===== config.mk =====
export PLATFORM = sky130hd
export DESIGN_NAME = product_bcd_converter
export DESIGN_NICKNAME = d
export VERILOG_FILES = /design/src/rtl/product_bcd_converter.sv
export SDC_FILE = /design/constraint.sdc
export NUM_CORES = 1
export LEC_CHECK = 0
export ABC_CLOCK_PERIOD_IN_PS = 2000
export CORE_MARGIN = 2
export CORE_UTILIZATION = 45
export DETAILED_ROUTE_END_ITERATION = 10
export PLACE_DENSITY_LB_ADDON = 0.2
export RECOVER_POWER = 50
export SLEW_MARGIN = 20
export SYNTH_ARGS = -nofsm -noshare
export SYNTH_HDL_FRONTEND = slang
export SYNTH_SLANG_ARGS = --single-unit
export TNS_END_PERCENT = 100

===== constraint.sdc =====
create_clock -name clk -period 2 [get_ports clk]
set_input_delay 0.6 -clock clk [delete_from_list [all_inputs] [get_ports clk]]
set_output_delay 0.6 -clock clk [all_outputs]
set_load 0.02 [all_outputs]

===== src/rtl/product_bcd_converter.sv =====
// Sequential binary-to-BCD converter (shift-and-add-3, one bit per clock).
// Define LEADING_ZERO_BLANK_EN to blank leading zero digits with 4'hF.
module product_bcd_converter #(
  parameter int IN_W   = 8,
  parameter int DIGITS = 3,
  parameter int CNT_W  = 4
) (
  input  logic                  clk,
  input  logic                  rst,
  input  logic                  start,
  input  logic [IN_W-1:0]       bin,
  output logic                  busy,
  output logic                  done,
  output logic [4*DIGITS-1:0]   bcd
);

  localparam int BW = 4 * DIGITS;
  localparam int FW = BW + IN_W;

  typedef enum logic [1:0] {
    IDLE,
    SHIFT,
    FIN
  } state_t;

  state_t            state;
  logic [IN_W-1:0]   shreg;
  logic [BW-1:0]     scratch;
  logic [CNT_W-1:0]  cnt;

  logic [BW-1:0]     adj;
  logic [FW-1:0]     full;
  logic [BW-1:0]     nscr;
  logic [IN_W-1:0]   nsh;
  logic [BW-1:0]     result;

  // Add-3 on every digit >= 5, then shift scratch:shift left by one
  always_comb begin
    adj = scratch;
    for (int i = 0; i < DIGITS; i++) begin
      if (scratch[4*i +: 4] >= 4'd5)
        adj[4*i +: 4] = scratch[4*i +: 4] + 4'd3;
    end
    full = {adj, shreg} << 1;
    nscr = full[FW-1:IN_W];
    nsh  = full[IN_W-1:0];
  end

`ifdef LEADING_ZERO_BLANK_EN
  // Replace leading zero digits above the ones digit with blank code
  always_comb begin
    logic lead;
    result = nscr;
    lead   = 1'b1;
    for (int i = DIGITS - 1; i > 0; i--) begin
      if (lead && nscr[4*i +: 4] == 4'd0)
        result[4*i +: 4] = 4'hF;
      else
        lead = 1'b0;
    end
  end
`else
  // Plain zero-padded BCD
  always_comb result = nscr;
`endif

  // Control FSM with registered busy/done/bcd outputs
  always_ff @(posedge clk or posedge rst) begin
    if (rst) begin
      state   <= IDLE;
      shreg   <= '0;
      scratch <= '0;
      cnt     <= '0;
      busy    <= 1'b0;
      done    <= 1'b0;
      bcd     <= '0;
    end else begin
      unique case (state)
        IDLE: begin
          done <= 1'b0;
          if (start) begin
            shreg   <= bin;
            scratch <= '0;
            cnt     <= CNT_W'(IN_W);
            busy    <= 1'b1;
            state   <= SHIFT;
          end
        end
        SHIFT: begin
          shreg   <= nsh;
          scratch <= nscr;
          cnt     <= cnt - 1'b1;
          if (cnt == CNT_W'(1)) begin
            bcd   <= result;
            busy  <= 1'b0;
            done  <= 1'b1;
            state <= FIN;
          end
        end
        FIN: begin
          done  <= 1'b0;
          state <= IDLE;
        end
        default: state <= IDLE;
      endcase
    end
  end

endmodule

Word-level counts from Yosys, hierarchy flattened
Cells that the tools add are included.

Add/subtract/negate cells: 4. $lt $le $gt $ge: 3. Equal/unequal tests: 5. Mux-type cells: 17. Reduce and logical (&&, ||, !) cells: 9.

Operators with widths (count): 12-bit case mux with 2 select lines (1); 8-bit case mux with 2 select lines (1); 4-bit by 3-bit greater-or-equal comparator with 1-bit output, second input constant (3); 12-bit 2-to-1 mux (1); 4-bit 2-to-1 mux (3); 4-bit by 2-bit adder with 4-bit output, second input constant (2); 8-bit 2-to-1 mux (1); 4-bit case mux with 2 select lines (1); 2-bit AND reduction (4); 4-bit by 1-bit == test with 1-bit output, second input constant (1); 2-bit 2-to-1 mux (2); 2-bit != test, second input constant (2); 1-bit case mux with 2 select lines (2); 2-bit case mux with 2 select lines (1); 2-bit nonzero test (2); 4-bit by 1-bit subtractor with 4-bit output, second input constant (1); 3-bit by 2-bit adder with 3-bit output, second input constant (1); 1-bit 2-to-1 mux (3); 3-bit 2-to-1 mux (1); 3-bit AND reduction (1); 2-bit by 1-bit == test with 1-bit output, second input constant (1); 2-bit == test, second input constant (1); 2-bit logical NOT (1); 2-bit OR reduction (1).

Bits in registers: 40. Input port bits: 11. Output and inout port bits: 14. Word-level logic and storage cells: 45.

Longest topological paths before layout
Word-level depth: 4. Depth in mapped cells: 7.

Least setup slack after synthesis
OpenSTA, ideal clock, no wires.

Kind: flip-flop to flip-flop. From: reg scratch[4]. To: reg bcd[6]. Library setup time: 0.125 ns. Arrival: 1.300 ns. Required time: 1.875 ns. Setup slack: 0.575 ns. Stages on the path, launching flop included: 7. Period minus slack after synthesis: 1.425 ns. Cell sequence: dfrtp_1 inv_1 ha_1 nand2b_1 a21oi_2 mux2i_1 mux2_4.

Word-level cells in the longest chain between the ends: 2. Elaborated cells on any way between the ends: 3. Classes of those cells: 1 x add/sub; 1 x order compare; 1 x mux.

Ends and longest elaborated chain: start, declared (line 28) `logic [BW-1:0] scratch;`; start signal, assigned (line 91) `scratch <= nscr;`; 4-bit by 2-bit adder with 4-bit output or 4-bit by 3-bit greater-or-equal comparator with 1-bit output (tied branches) (line 42, 41); 4-bit 2-to-1 mux * (line 41) `if (scratch[4*i +: 4] >= 4'd5)`; end signal, assigned (line 94) `bcd <= result;`; end, declared (line 14) `output logic [4*DIGITS-1:0] bcd`.

Mark *: on every way between the ends. The rest lies on a longest branch, timed or not. A chain may end at the register's enable or synchronous reset.

Worst setup path in the final report
From: reg bcd[2]. To: out bcd[2].

No word-level cell between the ends.

==> impl_metrics.tcl <==
set metrics [dict create \
    start_kind "register" \
    clk_pin_slew_ns 0.08 \
    cts-resized-gates 0 \
    place_inst 265 \
    place_congestion 0.745 \
    post-route-period-util 0.943 \
    drtIter0Drc 76 \
    cts_hold_buffers 0 \
    vias 1476 \
    synth_xor_area_frac 0.0132 \
    area_delta_synth_final_pct 20.8 \
    cts_root_buf "clkbuf_8" \
    drc 0 \
    nets 239 \
    synth_compound_area_frac 0.180 \
    critical_path_arrival_ns 1.29 \
    tns_ns 0 \
    grt_max_degree 41 \
    cts_tree "yes" \
    synth_mux_area_frac 0.0579 \
    routed_wl_um 4020 \
    critPathBufInv 1 \
    post-place-ws_ns 0.142 \
    die_area_um2 4970 \
    hold_end "bcd[11]" \
    htreeDepth 2 \
    antenna_left 0 \
    hold_class "reg2reg" \
    r2r_start "cnt[1]" \
    final_cells 273 \
    grt_pass1_vias 1489 \
    yosys.area_share.simple 0.144 \
    hold_viol_final 0 \
    critical-path-top-delay-family "buffers and inverters" \
    whs_path_depth 2 \
    core_area_um2 4290 \
    drv_cap 0 \
    syn_nets 210 \
    cts.sinks 40 \
    grt_pass1_wl_um 7130 \
    antenna_found_initial 0 \
    initial_core_util 0.463 \
    relSlewSlack 0.327 \
    rsz0062_at_grt "false" \
    crit_chain "clkdlybuf4s50_1" \
    worstPathRequired_ns 1.40 \
    antenna_cells 0 \
    synth_seq_cells 40 \
    powerDensity_nw_per_um2 1700 \
    floorplan.rows 24 \
    fin_crit_ns 1.89 \
    wl_per_cell_um 14.7 \
    setup_violations 0 \
    fillers 363 \
    fin_area_um2 2400 \
    path_max_fanout 2 \
    p_leak_nw 1.09 \
    ys_async_sr_fraction 1.00 \
    cts_buffers 5 \
    dr.pass1.iters 4 \
    critPathSlowestCell "clkdlybuf4s50_1" \
    io_buffers 24 \
    irDropWorstVdd_mv 0.713 \
    place.detailed.hpwl_um 2780 \
    synth_top_family_by_area "compound AO/OA/AOI/OAI gates" \
    placed_cell_area_um2 2310 \
    met2_usage 0.297 \
    clock.fmax_mhz 530 \
    critPathKind "reg2out" \
    synth.distinct_cells 26 \
    synthFlopType "dfrtp_1" \
    tightest_slew_ns 1.01 \
    vias_per_cell 5.41 \
    drive_above_1_share 0.118 \
    cpPeakStageDelay_ns 0.61 \
    ys_warn_count 0 \
    synth_area_um2 1990 \
    layout_commonest_cell "dfrtp_1" \
    ios 25 \
    synth_edf_count 0 \
    fin_ws_ns 0.114 \
    clock_path_buffers 2 \
    met3_usage 0.0433 \
    hp-start "bcd[11]" \
    die_h_um 70.5 \
    track_usage 0.184 \
    p_total_mw 4.08 \
    clk-insertion-delay-late_ns 0.30 \
    final_util 0.559 \
    skew_ns 0.0105 \
    cp-end-kind "output pin" \
    synthAdderAreaFrac 0.0503 \
    overflow 0 \
    busiest_layer "met2" \
    hold_slack_ns 0.482 \
    r2r_cells 6 \
    reg2reg_to "bcd[10]" \
    met1_usage 0.239 \
    maxSlewViolCount 0 \
    reg2reg_setup_slack_ns 0.20 \
    most-common-layout-cells "40 x dfrtp_1, 26 x o21ai_0, 22 x clkdlybuf4s50_1" \
    ys_seq_area_frac 0.503 \
    post_cts_buffers 0 \
    status "finished, final reports clean" \
    synthCells 191 \
    syn_area_per_cell_um2 10.4 \
    die_w_um 70.5 \
]
## cell families after synthesis
group,count (synthesis)
flops,40
compound gates,60
fa+ha+maj,8
mux,9
buf+inv,20
simple gates,51
xor+xnor,3
## worst max-delay path by stage
| stage | end | slack (ns) | depth (start not counted) | startpoint |
|---|---|---|---|---|
| after detailed placement | shreg[1] | 0.14 | 5 | start |
| final | bcd[2] | 0.11 | 1 | bcd[2] |
| after CTS | bcd[2] | 0.11 | 1 | bcd[2] |
| after global placement | shreg[2] | 0.23 | 5 | start |
| after global routing | bcd[10] | 0.07 | 6 | cnt[1] |
| after floorplan | bcd[0] | 0.48 | 1 | rst |
## flip-flops by register name, indices dropped and copies added (netlist names)
| register | cells |
|---|---|
| bcd | 12 |
| scratch | 12 |
| shreg | 8 |
| cnt | 4 |
| state | 2 |
| busy | 1 |
| done | 1 |
## report_power, final
group	switching (mW)	leakage (nW)	total [mW]	internal, mW
sequential	0.329	0.507	1.50	1.17
combinational	0.971	0.518	1.85	0.884
clock	0.287	0.0645	0.727	0.440
total	1.59	1.09	4.08	2.49
## metal layers
metal  share of wire  wire length (µm)  vias to the layer above
met3           0.037               147                        9
met1            0.47              1880                      718
li1                -                 -                      717
met5               0                 0                        -
met2            0.47              1910                       32
met4           0.022                89                        0
## worst register-to-register path: stages, from the launching register on
cell and delay [ns]:
dfrtp_1 0.40, inv_1 0.08, ha_1 0.13, nor3b_1 0.40, nand2_4 0.22, inv_4 0.15, mux2_4 0.31
## cell usage after synthesis, types with 4 or more instances
cell type | n | share of area
nor3_1 | 4 | 0.010
a21oi_1 | 15 | 0.038
mux2_4 | 5 | 0.038
inv_1 | 10 | 0.019
a22o_1 | 6 | 0.026
ha_1 | 8 | 0.050
nor3b_1 | 5 | 0.019
nor2b_1 | 10 | 0.031
dfrtp_1 | 40 | 0.50
nand2b_1 | 5 | 0.016
buf_2 | 7 | 0.018
mux2i_1 | 4 | 0.020
nand2_1 | 20 | 0.038
o21ai_0 | 25 | 0.063
a22oi_1 | 7 | 0.026
## final cells by class
class                   instances  area [µm²]  share of cell area
inverters                      11        43.8              0.0182
flip-flops and latches         40        1000               0.417
clock buffers                   7        96.3              0.0401
well taps                      52        65.1              0.0271
clock inverters                 1        30.0              0.0125
multi-input cells             131         877               0.365
repair buffers                 31         288               0.120
No activity file was read; power rests on OpenSTA's default activity.
